$ cat src/rtl/matvec_pkg.sv
// Shared constants and types for the sequential row-vector x matrix accelerator.
// Region offsets are byte offsets from the mapped window base.
package matvec_pkg;

    localparam logic [31:0] OFF_CTRL = 32'h0000_0000;
    localparam logic [31:0] OFF_A    = 32'h0000_1000;
    localparam logic [31:0] OFF_B    = 32'h0000_2000;
    localparam logic [31:0] OFF_Y    = 32'h0000_3000;
    localparam logic [31:0] OFF_SPAN = 32'h0000_4000;

    // CTRL write bits
    localparam int unsigned CTRL_START  = 0;
    localparam int unsigned CTRL_SIGNED = 1;
    localparam int unsigned CTRL_ACCUM  = 2;
    // CTRL read-only status bits
    localparam int unsigned CTRL_BUSY   = 0;
    localparam int unsigned CTRL_DONE   = 3;

    typedef enum logic [0:0] {
        StIdle,
        StRun
    } state_e;

    typedef enum logic [1:0] {
        RegCtrl,
        RegA,
        RegB,
        RegY
    } region_e;

    // The four regions are 4 KiB apart, so bits [13:12] of the offset select one.
    function automatic region_e region_of(logic [31:0] off);
        return region_e'(off[13:12]);
    endfunction

endpackage

$ cat src/rtl/matvec_mac_lane.sv
// One multiply-accumulate lane: acc += a*b (signed or unsigned), wrapping at RESULT_WIDTH.
// Clear has priority over enable.
module matvec_mac_lane
    import matvec_pkg::*;
#(
    parameter int unsigned INPUT_WIDTH  = 8,
    parameter int unsigned RESULT_WIDTH = 16
) (
    input  logic                    clk,
    input  logic                    rst,
    input  logic                    clr_i,
    input  logic                    en_i,
    input  logic                    signed_i,
    input  logic [INPUT_WIDTH-1:0]  a_i,
    input  logic [INPUT_WIDTH-1:0]  b_i,
    output logic [RESULT_WIDTH-1:0] acc_o
);

    logic signed [INPUT_WIDTH:0]    a_s;
    logic signed [INPUT_WIDTH:0]    b_s;
    logic signed [RESULT_WIDTH-1:0] a_w;
    logic signed [RESULT_WIDTH-1:0] b_w;
    logic signed [RESULT_WIDTH-1:0] prod;
    logic [RESULT_WIDTH-1:0]        acc_q;

    // Extending both operands to RESULT_WIDTH before multiplying yields the exact
    // 2*INPUT_WIDTH product already extended and reduced modulo 2^RESULT_WIDTH.
    always_comb begin
        a_s  = {signed_i & a_i[INPUT_WIDTH-1], a_i};
        b_s  = {signed_i & b_i[INPUT_WIDTH-1], b_i};
        a_w  = RESULT_WIDTH'(a_s);
        b_w  = RESULT_WIDTH'(b_s);
        prod = a_w * b_w;
    end

    always_ff @(posedge clk) begin
        if (rst) begin
            acc_q <= '0;
        end else if (clr_i) begin
            acc_q <= '0;
        end else if (en_i) begin
            acc_q <= acc_q + prod;
        end
    end

    assign acc_o = acc_q;

endmodule

$ cat src/rtl/matvec_seq_accelerator.sv
// Memory-mapped y = A*B engine: bus decode, operand storage, control FSM and S MAC lanes
// that consume one row of B per cycle.
module matvec_seq_accelerator
    import matvec_pkg::*;
#(
    parameter logic [31:0] ADDR_BASE    = 32'h0110_0000,
    parameter int unsigned R            = 8,
    parameter int unsigned S            = 8,
    parameter int unsigned INPUT_WIDTH  = 8,
    parameter int unsigned RESULT_WIDTH = 16
) (
    input  logic        clk,
    input  logic        rst,
    input  logic        mem_valid,
    output logic        mem_ready,
    input  logic [31:0] mem_addr,
    input  logic [31:0] mem_wdata,
    input  logic [3:0]  mem_wstrb,
    output logic [31:0] mem_rdata
);

    localparam int unsigned AW = (R > 1) ? $clog2(R) : 1;
    localparam int unsigned SW = (S > 1) ? $clog2(S) : 1;
    localparam int unsigned BW = (R * S > 1) ? $clog2(R * S) : 1;

    logic [INPUT_WIDTH-1:0]  a_q [R];
    logic [INPUT_WIDTH-1:0]  b_q [R*S];
    logic [RESULT_WIDTH-1:0] y_acc [S];

    state_e      state_q;
    logic [AW-1:0] idx_q;
    logic        signed_q;
    logic        accum_q;
    logic        done_q;
    logic        mem_ready_q;
    logic [31:0] mem_rdata_q;

    logic [31:0]   off;
    logic [31:0]   widx;
    region_e       region;
    logic          in_win;
    logic          hit;
    logic          accept;
    logic          wr;
    logic          ctrl_wr;
    logic          busy;
    logic          start_go;
    logic          lane_clr;
    logic [AW-1:0] a_sel;
    logic [BW-1:0] b_sel;
    logic [SW-1:0] y_sel;
    logic [31:0]   rdata_d;

    function automatic logic [INPUT_WIDTH-1:0] merge_bytes(logic [INPUT_WIDTH-1:0] old,
                                                           logic [31:0] wdata,
                                                           logic [3:0] strb);
        logic [31:0] w;
        w = 32'(old);
        for (int i = 0; i < 4; i++) begin
            if (strb[i]) w[8*i +: 8] = wdata[8*i +: 8];
        end
        return w[INPUT_WIDTH-1:0];
    endfunction

    function automatic logic [31:0] ext_op(logic [INPUT_WIDTH-1:0] v, logic sgn);
        logic [31:0] r;
        r = {32{sgn & v[INPUT_WIDTH-1]}};
        r[INPUT_WIDTH-1:0] = v;
        return r;
    endfunction

    function automatic logic [31:0] ext_res(logic [RESULT_WIDTH-1:0] v, logic sgn);
        logic [31:0] r;
        r = {32{sgn & v[RESULT_WIDTH-1]}};
        r[RESULT_WIDTH-1:0] = v;
        return r;
    endfunction

    // Address decode; only in-range element indices of each region are acknowledged.
    always_comb begin
        off    = mem_addr - ADDR_BASE;
        in_win = (mem_addr >= ADDR_BASE) && (off < OFF_SPAN);
        region = region_of(off);
        widx   = {22'd0, off[11:2]};
        a_sel  = widx[AW-1:0];
        b_sel  = widx[BW-1:0];
        y_sel  = widx[SW-1:0];
        case (region)
            RegCtrl: hit = (widx == 32'd0);
            RegA:    hit = (widx < R);
            RegB:    hit = (widx < R * S);
            default: hit = (widx < S);
        endcase
        accept   = mem_valid && !mem_ready_q && in_win && hit;
        wr       = accept && (mem_wstrb != 4'b0000);
        ctrl_wr  = wr && (region == RegCtrl);
        busy     = (state_q == StRun);
        start_go = ctrl_wr && !busy && mem_wdata[CTRL_START];
        lane_clr = start_go && !mem_wdata[CTRL_ACCUM];
    end

    always_comb begin
        rdata_d = '0;
        case (region)
            RegCtrl: begin
                rdata_d[CTRL_BUSY]   = busy;
                rdata_d[CTRL_SIGNED] = signed_q;
                rdata_d[CTRL_ACCUM]  = accum_q;
                rdata_d[CTRL_DONE]   = done_q;
            end
            RegA:    rdata_d = ext_op(a_q[a_sel], signed_q);
            RegB:    rdata_d = ext_op(b_q[b_sel], signed_q);
            default: rdata_d = ext_res(y_acc[y_sel], signed_q);
        endcase
    end

    // Operands are frozen while a run is in progress so every lane sees a stable matrix.
    always_ff @(posedge clk) begin
        if (rst) begin
            for (int r = 0; r < R; r++) a_q[r] <= '0;
            for (int i = 0; i < R * S; i++) b_q[i] <= '0;
        end else if (wr && !busy) begin
            if (region == RegA) begin
                a_q[a_sel] <= merge_bytes(a_q[a_sel], mem_wdata, mem_wstrb);
            end else if (region == RegB) begin
                b_q[b_sel] <= merge_bytes(b_q[b_sel], mem_wdata, mem_wstrb);
            end
        end
    end

    always_ff @(posedge clk) begin
        if (rst) begin
            state_q     <= StIdle;
            idx_q       <= '0;
            signed_q    <= 1'b0;
            accum_q     <= 1'b0;
            done_q      <= 1'b0;
            mem_ready_q <= 1'b0;
            mem_rdata_q <= '0;
        end else begin
            mem_ready_q <= accept;
            if (accept) mem_rdata_q <= rdata_d;
            unique case (state_q)
                StIdle: begin
                    if (ctrl_wr) begin
                        signed_q <= mem_wdata[CTRL_SIGNED];
                        accum_q  <= mem_wdata[CTRL_ACCUM];
                    end
                    if (start_go) begin
                        idx_q   <= '0;
                        done_q  <= 1'b0;
                        state_q <= StRun;
                    end
                end
                StRun: begin
                    if (idx_q == AW'(R - 1)) begin
                        idx_q   <= '0;
                        done_q  <= 1'b1;
                        state_q <= StIdle;
                    end else begin
                        idx_q <= idx_q + AW'(1);
                    end
                end
                default: state_q <= StIdle;
            endcase
        end
    end

    for (genvar c = 0; c < S; c++) begin : g_lane
        logic [BW-1:0] sel;
        assign sel = BW'(c * R) + BW'(idx_q);

        matvec_mac_lane #(
            .INPUT_WIDTH  (INPUT_WIDTH),
            .RESULT_WIDTH (RESULT_WIDTH)
        ) u_lane (
            .clk      (clk),
            .rst      (rst),
            .clr_i    (lane_clr),
            .en_i     (busy),
            .signed_i (signed_q),
            .a_i      (a_q[idx_q]),
            .b_i      (b_q[sel]),
            .acc_o    (y_acc[c])
        );
    end

    assign mem_ready = mem_ready_q;
    assign mem_rdata = mem_rdata_q;

endmodule

$ cat config.mk
export PLATFORM = sky130hd
export DESIGN_NAME = matvec_seq_accelerator
export DESIGN_NICKNAME = d
export VERILOG_FILES = /design/src/rtl/matvec_pkg.sv /design/src/rtl/matvec_mac_lane.sv /design/src/rtl/matvec_seq_accelerator.sv
export SDC_FILE = /design/constraint.sdc
export NUM_CORES = 2
export LEC_CHECK = 0
export BUFFER_PORTS_ARGS = -buffer_cell sky130_fd_sc_hd__buf_4
export CORE_ASPECT_RATIO = 1.25
export CORE_UTILIZATION = 40
export CTS_BUF_LIST = sky130_fd_sc_hd__clkbuf_16
export DETAILED_ROUTE_END_ITERATION = 16
export PLACE_DENSITY = 0.61
export SETUP_SLACK_MARGIN = 0.1
export SYNTH_ARGS = -nofsm -noshare
export SYNTH_HDL_FRONTEND = slang
export SYNTH_SLANG_ARGS = --single-unit
$ cat constraint.sdc
create_clock -name clk -period 14.3 [get_ports clk]
set_input_delay 1.43 -clock clk [delete_from_list [all_inputs] [get_ports clk]]
set_output_delay 1.43 -clock clk [all_outputs]
set_load 0.01 [all_outputs]
==> results.cfg <==
[cts]
cts_hold_repair.buffers = 0
clockRootBuffer = sky130_fd_sc_hd__clkbuf_16
tritoncts.num_buffers = 83
clk_path_buf_depth = 3
clock_edge_transition_at_the_registers_on_the_reported_setup_and_hold_paths_ns = 0.06
tritoncts = done
tritoncts_num_sinks = 732
cts_post_setup_buffers_inserted = 0
clock_latency_ns = 0.73
postCtsResizedCells = 0
cts_htree_levels = 3

[critical_path]
worst-path-buf-inv = 6
reg2reg_depth = 24
critical_path.cell_chain = buf_4 > buf_4 > nand2b_1 > o22ai_1 > o21ai_0 > inv_1 > nand2_1 > fa_1 > inv_1 > fa_1 > fa_1 > fa_1 > inv_1 > fa_1 > inv_1 > ha_1 > and2_1 > a311oi_1 > a21boi_0 > a21oi_1 > a21o_1 > a21oi_1 > xnor2_1 > a211oi_1
worstSetupEndpointType = register
critical_path.max_stage_delay_ns = 0.79
worst-path-stages = 24
critical_path.startpoint_type = register
path_delay_family = adder cells
crit_path_top_delay_cell = sky130_fd_sc_hd__buf_4
critical_path_arrival_ns = 9.13
critical-path-top-cell-by-count = sky130_fd_sc_hd__fa_1
path_max_fanout = 44
worst-endpoint-required_ns = 14.93
criticalPathCategory = reg -> reg

[final_layout]
layout_commonest_cell = sky130_fd_sc_hd__nor2_1
finish.utilization_pct = 43.8
most-common-layout-cells = sky130_fd_sc_hd__nor2_1, sky130_fd_sc_hd__inv_1, sky130_fd_sc_hd__fa_1
post_route_cells_drive_above_1_share_pct = 12.1
n_fill_cell = 14600
synthToLayoutAreaGrowth_pct = 8.50
final_net_count = 6863

[synthesis]
number_of_enable_type_register_cells_in_the_synthesized_netlist = 576
postSynthNetCount = 6932
synth_async_sr_flop_share_pct = 0
postSynthAreaPerCell_um2 = 10.5
synth_top_area_share_pct = 27.8
netlist_area_um2 = 62300
yosys_warnings = 0
ys_ff_latch = 732
post_synth_top_flop = sky130_fd_sc_hd__edfxtp_1
yosys.cell_types.count = 78
synth_top_area_cell = sky130_fd_sc_hd__edfxtp_1
synth_cells = 5923
synth_top_cells_by_area = sky130_fd_sc_hd__edfxtp_1, sky130_fd_sc_hd__fa_1, sky130_fd_sc_hd__ha_1
synth-seq-area-share_pct = 32.8

[floorplanning]
floorplan.io_pins = 104
core-area_um2 = 154000
die_h_um = 443
die_w_um = 355
initial_core_util_pct = 40.4
rows = 161
dieArea_um2 = 157000

[pwr]
ir_drop_uv = 92.4
power-per-cell-area_nw_per_um2 = 81.4
totalPowerFinal_w = 0.00550
static-leakage-power_nw = 29.1

[routing]
final_routed_wirelength_across_all_metal_layers_um = 203000
routed_wire_length_per_instance_um = 25.5
drtPass1Iterations = 6
starting_drc_count_in_detailed_routing = 4581
postRouteAntennaNets = 0
via_count = 45500
route.detailed.vias_per_inst = 5.72
drc = 0

[global_route]
grt_start_max_net_pins = 114
grt_usage_pct = 25.9
grt_pass1_vias = 46500
grtUsageMet2_pct = 42.7
top_usage_layer = met2
number_of_antenna_violations_at_the_first_check_in_global_routing = 11
grt.met3_usage_pct = 5.08
overflow = 0
wire_length_of_the_first_global_routing_pass_um = 300000
groute.layer.met1.usage_pct = 31.1

[sta]
timing.fmax_mhz = 118
fin_hold_ws_ns = 0.485
report.final.slew_viol_count = 0
maxSlewHeadroom_pct = 10.2
finalCritPeriodShare_pct = 59.4
final_worst_path_setup_slack_ns = 5.80
fin_setup_tns_ns = 0
worstMarginPinSlew_ns = 1.31
fin_worst_skew_ns = 0.0363
grt_setup_unrepaired = false
final-hold-violation-count = 0
finalSetupViolations = 0
final.min_clock_period_ns = 8.50

[place]
place.detailed.hpwl_um = 146000
dpl_worst_slack_ns = 5.97
i_o_buffers = 77
routabilityCongestion = 0.960

[outcome]
status = finished, final reports clean

[min_path]
worstHoldPathCells = 2
holdCritPathClass = reg -> reg

[job]
drv.max_cap_violation_count = 0
[report_power, final]
group	internal [W]	total (W)	switching, W
registers	0.00234	0.00238	0.0000333
logic	0.000333	0.000969	0.000636
clock network	0.00117	0.00216	0.000987
total	0.00385	0.00550	0.00166
[through the flow]
stage	instances	instance area, um^2
6_report	7965	67600
5_1_grt	7960	67600
4_1_cts	7959	67600
3_5_place_dp	7805	64900
3_3_place_gp	7805	64900
2_1_floorplan	5923	62300
[worst reg2reg max path, delay by kind of cell, from the launching register on]
kind,cells,cell delay [ns]
fa+ha+maj,6,2.54
compound gates,8,2.49
flops,1,0.53
xor+xnor,1,0.10
simple gates,3,0.85
buf+inv,6,1.89
[cell usage after synthesis (all sizes together) (28+ instances only)]
| cell type | instances |
|---|---|
| a211oi | 34 |
| a21oi | 107 |
| a221oi | 81 |
| a22o | 30 |
| a22oi | 79 |
| and2 | 89 |
| buf | 142 |
| clkbuf | 177 |
| dfxtp | 156 |
| edfxtp | 576 |
| fa | 592 |
| ha | 346 |
| inv | 876 |
| mux2 | 104 |
| mux2i | 192 |
| mux4 | 186 |
| nand2 | 514 |
| nand2b | 96 |
| nor2 | 1001 |
| nor3 | 32 |
| o21ai | 63 |
| o22ai | 28 |
| xnor2 | 142 |
| xor2 | 29 |
[layer usage]
layer,vias up,wire (um)
met3,561,18400
met1,23100,74500
li1,19600,-
met4,14,14100
met2,2267,96200
met5,-,82
[final timing paths]
kind,from,to,slack [ns]
setup / recovery,idx_q[0],g_lane[4].u_lane.acc_o[15],5.80
hold / removal,accum_q,accum_q,0.48
setup reg to reg,idx_q[0],g_lane[4].u_lane.acc_o[15],5.80
hold reg to reg,accum_q,accum_q,0.48
[cells by family after synthesis]
| logic type | count (synthesis) | share of synthesized area [%] |
|---|---|---|
| fa+ha+maj | 938 | 26.0 |
| buf+inv | 1196 | 7.55 |
| simple gates | 1824 | 12.9 |
| compound gates | 580 | 6.77 |
| xor+xnor | 171 | 2.40 |
| mux | 482 | 11.7 |
| flops | 732 | 32.8 |
[area by class of cell]
| class | instances | area (um^2) | area share, % |
|---|---|---|---|
| sequential | 732 | 20400 | 30.2 |
| clock buffer | 84 | 2100 | 3.11 |
| tap | 2037 | 2550 | 3.77 |
| inverter | 877 | 3290 | 4.87 |
| multi-input combinational | 3995 | 37400 | 55.3 |
| clock inverter | 70 | 551 | 0.814 |
| timing repair buffer | 165 | 1270 | 1.88 |
| antenna | 5 | 12.5 | 0.0185 |
[sequential cells by signal, summed over array words and instances (netlist names), named ones only]
register / count
b_q: 512
a_q: 64
busy: 1
done_q: 1
idx_q: 3
signed_q: 1
g_lane.u_lane.acc_o: 128
mem_rdata: 17
mem_ready: 1
accum_q: 1
Power figures use the tool's default switching activity.
